`src/rtl/decode_pkg.sv`:
```
// Shared decode definitions: opcodes, funct fields, control typedefs and the
// instruction-to-control and immediate-extension helpers used by decode_stage.
package decode_pkg;

  localparam logic [6:0] OP_RTYPE  = 7'b0110011;
  localparam logic [6:0] OP_ADDI   = 7'b0010011;
  localparam logic [6:0] OP_LOAD   = 7'b0000011;
  localparam logic [6:0] OP_STORE  = 7'b0100011;
  localparam logic [6:0] OP_BRANCH = 7'b1100011;
  localparam logic [6:0] OP_JAL    = 7'b1101111;
  localparam logic [6:0] OP_LUI    = 7'b0110111;

  localparam logic [2:0] F3_ADD_SUB = 3'b000;
  localparam logic [2:0] F3_SLT     = 3'b010;
  localparam logic [2:0] F3_OR      = 3'b110;
  localparam logic [2:0] F3_AND     = 3'b111;
  localparam logic [2:0] F3_ADDI    = 3'b000;
  localparam logic [2:0] F3_LW      = 3'b010;
  localparam logic [2:0] F3_SW      = 3'b010;
  localparam logic [2:0] F3_BEQ     = 3'b000;
  localparam logic [2:0] F3_BNE     = 3'b001;

  localparam logic [6:0] F7_BASE = 7'b0000000;
  localparam logic [6:0] F7_ALT  = 7'b0100000;

  typedef enum logic [2:0] {
    ALU_ADD = 3'b000,
    ALU_SUB = 3'b001,
    ALU_AND = 3'b010,
    ALU_OR  = 3'b011,
    ALU_SLT = 3'b101
  } alu_ctrl_e;

  typedef enum logic [1:0] {
    RES_ALU = 2'b00,
    RES_MEM = 2'b01,
    RES_PC4 = 2'b10
  } result_src_e;

  typedef enum logic [2:0] {
    IMM_NONE = 3'd0,
    IMM_I    = 3'd1,
    IMM_S    = 3'd2,
    IMM_B    = 3'd3,
    IMM_J    = 3'd4,
    IMM_U    = 3'd5
  } imm_src_e;

  typedef struct packed {
    logic        regWrite;
    logic        memWrite;
    result_src_e resultSrc;
    alu_ctrl_e   aluControl;
    logic        aluSrc;
    imm_src_e    immSrc;
    logic        branch;
    logic        branchNe;
    logic        jump;
  } ctrl_t;

  typedef struct packed {
    logic [31:0] rd1;
    logic [31:0] rd2;
    logic [31:0] immExt;
    logic [31:0] pcPlus4;
    logic [4:0]  rs1;
    logic [4:0]  rs2;
    logic [4:0]  rd;
    logic        regWrite;
    logic        memWrite;
    result_src_e resultSrc;
    alu_ctrl_e   aluControl;
    logic        aluSrc;
  } ex_reg_t;

  localparam ctrl_t CTRL_NOP = '{
    regWrite:   1'b0,
    memWrite:   1'b0,
    resultSrc:  RES_ALU,
    aluControl: ALU_ADD,
    aluSrc:     1'b0,
    immSrc:     IMM_NONE,
    branch:     1'b0,
    branchNe:   1'b0,
    jump:       1'b0
  };

  // Unsupported opcodes and funct combinations fall through as CTRL_NOP.
  function automatic ctrl_t decode_ctrl(input logic [31:0] instr);
    ctrl_t      c;
    logic [6:0] op;
    logic [2:0] f3;
    logic [6:0] f7;
    op = instr[6:0];
    f3 = instr[14:12];
    f7 = instr[31:25];
    c  = CTRL_NOP;
    case (op)
      OP_RTYPE: begin
        c.regWrite = 1'b1;
        case ({f7, f3})
          {F7_BASE, F3_ADD_SUB}: c.aluControl = ALU_ADD;
          {F7_ALT,  F3_ADD_SUB}: c.aluControl = ALU_SUB;
          {F7_BASE, F3_AND}:     c.aluControl = ALU_AND;
          {F7_BASE, F3_OR}:      c.aluControl = ALU_OR;
          {F7_BASE, F3_SLT}:     c.aluControl = ALU_SLT;
          default:               c.regWrite   = 1'b0;
        endcase
      end
      OP_ADDI: if (f3 == F3_ADDI) begin
        c.regWrite = 1'b1;
        c.aluSrc   = 1'b1;
        c.immSrc   = IMM_I;
      end
      OP_LOAD: if (f3 == F3_LW) begin
        c.regWrite  = 1'b1;
        c.aluSrc    = 1'b1;
        c.resultSrc = RES_MEM;
        c.immSrc    = IMM_I;
      end
      OP_STORE: if (f3 == F3_SW) begin
        c.memWrite = 1'b1;
        c.aluSrc   = 1'b1;
        c.immSrc   = IMM_S;
      end
      OP_BRANCH: if (f3 == F3_BEQ || f3 == F3_BNE) begin
        c.branch     = 1'b1;
        c.branchNe   = (f3 == F3_BNE);
        c.aluControl = ALU_SUB;
        c.immSrc     = IMM_B;
      end
      OP_JAL: begin
        c.regWrite  = 1'b1;
        c.resultSrc = RES_PC4;
        c.immSrc    = IMM_J;
        c.jump      = 1'b1;
      end
      OP_LUI: begin
        c.regWrite = 1'b1;
        c.aluSrc   = 1'b1;
        c.immSrc   = IMM_U;
      end
      default: ;
    endcase
    return c;
  endfunction

  function automatic logic [31:0] extend_imm(input logic [31:0] instr, input imm_src_e src);
    case (src)
      IMM_I:   return {{20{instr[31]}}, instr[31:20]};
      IMM_S:   return {{20{instr[31]}}, instr[31:25], instr[11:7]};
      IMM_B:   return {{19{instr[31]}}, instr[31], instr[7], instr[30:25], instr[11:8], 1'b0};
      IMM_J:   return {{11{instr[31]}}, instr[31], instr[19:12], instr[20], instr[30:21], 1'b0};
      IMM_U:   return {instr[31:12], 12'b0};
      default: return 32'b0;
    endcase
  endfunction

endpackage

```
`src/rtl/decode_stage_regfile.sv`:
```
// 32x32 register file, two read ports and one write port; x0 is hardwired to
// zero and a same-cycle write is bypassed onto matching reads.
module regfile
  import decode_pkg::*;
(
  input  logic        clk,
  input  logic        rst_n,
  input  logic        we_i,
  input  logic [4:0]  waddr_i,
  input  logic [31:0] wdata_i,
  input  logic [4:0]  raddr1_i,
  input  logic [4:0]  raddr2_i,
  output logic [31:0] rdata1_o,
  output logic [31:0] rdata2_o
);

  logic [31:0] regs_q [32];

  always_ff @(posedge clk or negedge rst_n) begin
    if (!rst_n) begin
      for (int i = 0; i < 32; i++) regs_q[i] <= '0;
    end else if (we_i && (waddr_i != 5'd0)) begin
      regs_q[waddr_i] <= wdata_i;
    end
  end

  // The x0 check comes first so a write aimed at x0 is never bypassed.
  assign rdata1_o = (raddr1_i == 5'd0)                  ? 32'd0   :
                    (we_i && (waddr_i == raddr1_i))     ? wdata_i : regs_q[raddr1_i];
  assign rdata2_o = (raddr2_i == 5'd0)                  ? 32'd0   :
                    (we_i && (waddr_i == raddr2_i))     ? wdata_i : regs_q[raddr2_i];

endmodule

```
`src/rtl/decode_stage.sv`:
```
// Decode stage: register read, control decode, early branch/jump resolution and
// the D->E pipeline register. DECODE_BRANCH_FWD_EN adds M-stage comparator forwarding.
module decode_stage
  import decode_pkg::*;
(
  input  logic        clk,
  input  logic        reset,
  input  logic [31:0] InstrD,
  input  logic [31:0] PCPlus4D,
  input  logic        RegWriteW,
  input  logic [4:0]  RdW,
  input  logic [31:0] ResultW,
  input  logic        FlushE,
`ifdef DECODE_BRANCH_FWD_EN
  input  logic        ForwardAD,
  input  logic        ForwardBD,
  input  logic [31:0] ALUOutM,
`endif
  output logic        PCSrcD,
  output logic [31:0] PCBranchD,
  output logic [4:0]  Rs1D,
  output logic [4:0]  Rs2D,
  output logic [31:0] RD1E,
  output logic [31:0] RD2E,
  output logic [31:0] ImmExtE,
  output logic [31:0] PCPlus4E,
  output logic [4:0]  Rs1E,
  output logic [4:0]  Rs2E,
  output logic [4:0]  RdE,
  output logic        RegWriteE,
  output logic        MemWriteE,
  output logic [1:0]  ResultSrcE,
  output logic [2:0]  ALUControlE,
  output logic        ALUSrcE
);

  ctrl_t       ctrlD;
  logic [31:0] rd1D;
  logic [31:0] rd2D;
  logic [31:0] immExtD;
  logic [31:0] cmpAD;
  logic [31:0] cmpBD;
  ex_reg_t     exReg_d;
  ex_reg_t     exReg_q;

  assign Rs1D    = InstrD[19:15];
  assign Rs2D    = InstrD[24:20];
  assign ctrlD   = decode_ctrl(InstrD);
  assign immExtD = extend_imm(InstrD, ctrlD.immSrc);

  regfile u_regfile (
    .clk      (clk),
    .rst_n    (reset),
    .we_i     (RegWriteW),
    .waddr_i  (RdW),
    .wdata_i  (ResultW),
    .raddr1_i (Rs1D),
    .raddr2_i (Rs2D),
    .rdata1_o (rd1D),
    .rdata2_o (rd2D)
  );

`ifdef DECODE_BRANCH_FWD_EN
  assign cmpAD = ForwardAD ? ALUOutM : rd1D;
  assign cmpBD = ForwardBD ? ALUOutM : rd2D;
`else
  assign cmpAD = rd1D;
  assign cmpBD = rd2D;
`endif

  // bne inverts the equality result; jal redirects unconditionally.
  assign PCSrcD    = ctrlD.jump | (ctrlD.branch & ((cmpAD == cmpBD) ^ ctrlD.branchNe));
  assign PCBranchD = PCPlus4D - 32'd4 + immExtD;

  always_comb begin
    exReg_d = '0;
    if (!FlushE) begin
      exReg_d.rd1        = rd1D;
      exReg_d.rd2        = rd2D;
      exReg_d.immExt     = immExtD;
      exReg_d.pcPlus4    = PCPlus4D;
      exReg_d.rs1        = Rs1D;
      exReg_d.rs2        = Rs2D;
      exReg_d.rd         = InstrD[11:7];
      exReg_d.regWrite   = ctrlD.regWrite;
      exReg_d.memWrite   = ctrlD.memWrite;
      exReg_d.resultSrc  = ctrlD.resultSrc;
      exReg_d.aluControl = ctrlD.aluControl;
      exReg_d.aluSrc     = ctrlD.aluSrc;
    end
  end

  always_ff @(posedge clk or negedge reset) begin
    if (!reset) exReg_q <= '0;
    else        exReg_q <= exReg_d;
  end

  assign RD1E        = exReg_q.rd1;
  assign RD2E        = exReg_q.rd2;
  assign ImmExtE     = exReg_q.immExt;
  assign PCPlus4E    = exReg_q.pcPlus4;
  assign Rs1E        = exReg_q.rs1;
  assign Rs2E        = exReg_q.rs2;
  assign RdE         = exReg_q.rd;
  assign RegWriteE   = exReg_q.regWrite;
  assign MemWriteE   = exReg_q.memWrite;
  assign ResultSrcE  = exReg_q.resultSrc;
  assign ALUControlE = exReg_q.aluControl;
  assign ALUSrcE     = exReg_q.aluSrc;

endmodule

```
`config.mk`:
```
export PLATFORM = sky130hd
export DESIGN_NAME = decode_stage
export DESIGN_NICKNAME = d
export VERILOG_FILES = /design/src/rtl/decode_pkg.sv /design/src/rtl/decode_stage_regfile.sv /design/src/rtl/decode_stage.sv
export SDC_FILE = /design/constraint.sdc
export NUM_CORES = 2
export LEC_CHECK = 0
export CAP_MARGIN = 20
export CORE_ASPECT_RATIO = 1.75
export CORE_MARGIN = 10
export CORE_UTILIZATION = 40
export CTS_CLUSTER_SIZE = 16
export DETAILED_ROUTE_END_ITERATION = 12
export PLACE_DENSITY = 0.64
export RECOVER_POWER = 50
export SLEW_MARGIN = 10
export SYNTH_ARGS = -nofsm -noshare
export SYNTH_HDL_FRONTEND = slang
export SYNTH_SLANG_ARGS = --single-unit
```
`constraint.sdc`:
```
create_clock -name clk -period 6.5 [get_ports clk]
set_clock_uncertainty 0.15 [all_clocks]
set_input_delay 0.975 -clock clk [delete_from_list [all_inputs] [get_ports clk]]
set_output_delay 0.975 -clock clk [all_outputs]
set_load 0.005 [all_outputs]
```
==> out/results.ini <==
[cts]
cts-buffers-inserted=107
cts_root_buffer=clkbuf_16
ctsHtreeMaxLevel=3
cts_tree=built
worstSkewPairLatency_ns=0.76
clock_sinks=1175
clock_path_buffers=3
clkSlewWorstSetupHoldPaths_ns=0.07

[placement]
gp_congestion=0.961
port_buffers=298
dp_worst_setup_slack_ns=-1.16
post-dp-hpwl_um=163000

[run]
maxCapViolations=4

[logic_synthesis]
ys_types=80
synth_commonest_cells=dfrtp_1 (1175), mux2_2 (981), mux4_2 (524)
avgSynthCellArea_um2=14.1
synthMostInstantiatedCell=dfrtp_1
yosysTopAreaCellShare_pct=47.0
synth_area_leaders=dfrtp_1 (47%), mux4_2 (19%), mux2_2 (18%)
netlist_area_mm2=0.0626
synth_largest_area_cell=dfrtp_1
ys_ff_latch=1175
ys_seq_area_share_pct=47.0
async_reset_ff_share_pct=100
synth_fp_nets=4611
synth_ff_type=dfrtp_1
synthesis.instances=4444
synth-edff-count=0
synth-warning-count=0

[setup_path]
crit_required_ns=5.37
cpMaxStageDelayCell=mux4_2
cp_num_buf_inv=8
crit_cells=17
path_max_fanout=8
crit_family=buffers and inverters
cp_common_cell=buf_4
crit_type=input port to primary output
cp_slowest_stage_delay_ns=0.57
reg2reg_depth=5
worstSetupEndpointType=primary output
worstPathCellList=buf_4 -> buf_4 -> inv_2 -> buf_4 -> buf_4 -> mux4_2 -> a211o_1 -> o211ai_1 -> buf_4 -> xnor2_1 -> nand3_1 -> nor4_4 -> buf_4 -> nand4_1 -> xor2_1 -> o21ai_1 -> clkdlybuf4s50_1
crit_path_start_kind=input port
cp.arrival_ns=5.38

[timing]
rsz0062_at_grt=true
finalSetupViolations=1
period_minus_slack_ns=6.51
tns_ns=-0.00532
tightest_slew_ns=5.53
period_share_pct=100
slew-limit-headroom_pct=-268
slew_viol_final=226
clock.fmax_mhz=154
layout_setup_ws_ns=-0.00532
hold_slack_ns=0.247
hold_viol=0

[global_routing]
grt_max_degree=179
grt_pass1_wl_um=340000
overflow=0
grt_antenna_before_repair=10
grt_pass1_vias=46200
grt_usage_pct=27.2

[hold_path]
holdPathStages=0
min_path_type=flip-flop to flip-flop

[cells_and_area]
drive_gt1_share_pct=46.4
regArea_mm2=0.0294
multiInputGateArea_mm2=0.0312
fin_nets=5072
area_growth_pct=19.5
fillers=13500
final_core_util_pct=47.9

[floorplan]
die_x_um=319
rows=192
die_h_um=543
core_mm2=0.156
die_area_mm2=0.173
initial_core_util_pct=40.1
io_pins=299

[power_and_ir_drop]
leakage_uw=0.0325
power_uw=21500
ir_drop_uv=237
powerDensity_mw_per_mm2=288

[route]
viasPerCell=6.30
wl_um=240000
ant_nets=0
drt-initial-drc-count=4296
routedWlPerCell_um=34.1
drc=0
num_vias=44300
drt_pass1_iterations=5

[run_status]
violations=max-capacitance violations, max-slew violations, negative setup slack
status=finished with violations

through the flow:
step | std cells | area (um2)
2_1_floorplan | 4444 | 62600
3_3_place_gp | 6815 | 70400
3_5_place_dp | 6817 | 70400
4_1_cts | 7023 | 74500
5_1_grt | 7031 | 74700
6_report | 7033 | 74700
per-layer routing:
metal,global-route usage (%),share of wire [%],vias up
met5,0,0.033,-
met4,20.0,9.1,12
met3,6.22,8.3,803
met2,45.0,48,2373
met1,30.8,35,23400
li1,-,-,17700
cell type report:
type                            instances  share of cell area [%]
Antenna cell                            4                  0.0134
Multi-Input combinational cell       2716                    41.7
Clock buffer                          141                    4.03
Clock inverter                         55                    1.05
Timing Repair Buffer                  801                    9.89
Inverter                              104                   0.526
Tap cell                             2037                    3.41
Sequential cell                      1175                    39.3
worst paths after layout:
check,start,slack (ns),endpoint
setup reg to reg,u_regfile.regs_q[748]$_DFFE_PN0P_,3.84,RD1E[12]$_DFF_PN0_
max in group asynchronous,reset,0.67,u_regfile.regs_q[652]$_DFFE_PN0P_
hold reg to reg,u_regfile.regs_q[1008]$_DFFE_PN0P_,0.25,u_regfile.regs_q[1008]$_DFFE_PN0P_
min in group asynchronous,reset,2.08,u_regfile.regs_q[233]$_DFFE_PN0P_
setup / recovery,InstrD[22],-0.005,PCSrcD
hold / removal,u_regfile.regs_q[1008]$_DFFE_PN0P_,0.25,u_regfile.regs_q[1008]$_DFFE_PN0P_
registers in the layout (all words and copies together) (netlist names):
| signal | flops |
|---|---|
| MemWriteE | 1 |
| RdE | 5 |
| RD1E | 32 |
| ALUControlE | 3 |
| ResultSrcE | 2 |
| RegWriteE | 1 |
| RD2E | 32 |
| ImmExtE | 32 |
| Rs1E | 5 |
| u_regfile.regs_q | 1024 |
| Rs2E | 5 |
| ALUSrcE | 1 |
| PCPlus4E | 32 |
placed cells by master (no fill, tap or decap), types with 21 or more instances in the layout:
cell type,instances
mux2_2,981
xor2_1,26
a22oi_1,62
buf_12,44
mux2i_1,69
xnor2_1,36
clkbuf_1,21
nand2_1,143
buf_4,437
nor2_1,174
nor3_1,25
nor2b_1,44
ha_1,57
clkbuf_16,110
dfrtp_1,1175
nand3_1,51
o21ai_0,45
o22ai_1,45
mux4_2,524
clkdlybuf4s50_1,265
inv_1,101
a21oi_1,63
a32oi_1,25
kinds of logic after synthesis:
logic type               Yosys count  share of synthesized area (%)
AO/OA/AOI/OAI                    390                           4.30
multiplexers                    1577                           37.7
adder cells (fa/ha/maj)           62                           1.25
flip-flops                      1175                           47.0
AND/OR/NAND/NOR                  625                           4.80
buffers and inverters            553                           4.05
XOR/XNOR                          62                          0.868
power by group:
group | switching [uW] | internal [uW] | total, uW
Sequential | 900 | 8580 | 9480
Clock | 3060 | 3950 | 7010
Combinational | 2170 | 2860 | 5030
Total | 6130 | 15400 | 21500
repair_timing:
item	CTS	global route
pin swaps	23	22
endpoints found under the setup margin	21	18
resized for setup	78	63
setup buffers	8	5
hold buffers	0	0
cloned	2	0
(Power assumes the default switching activity.)
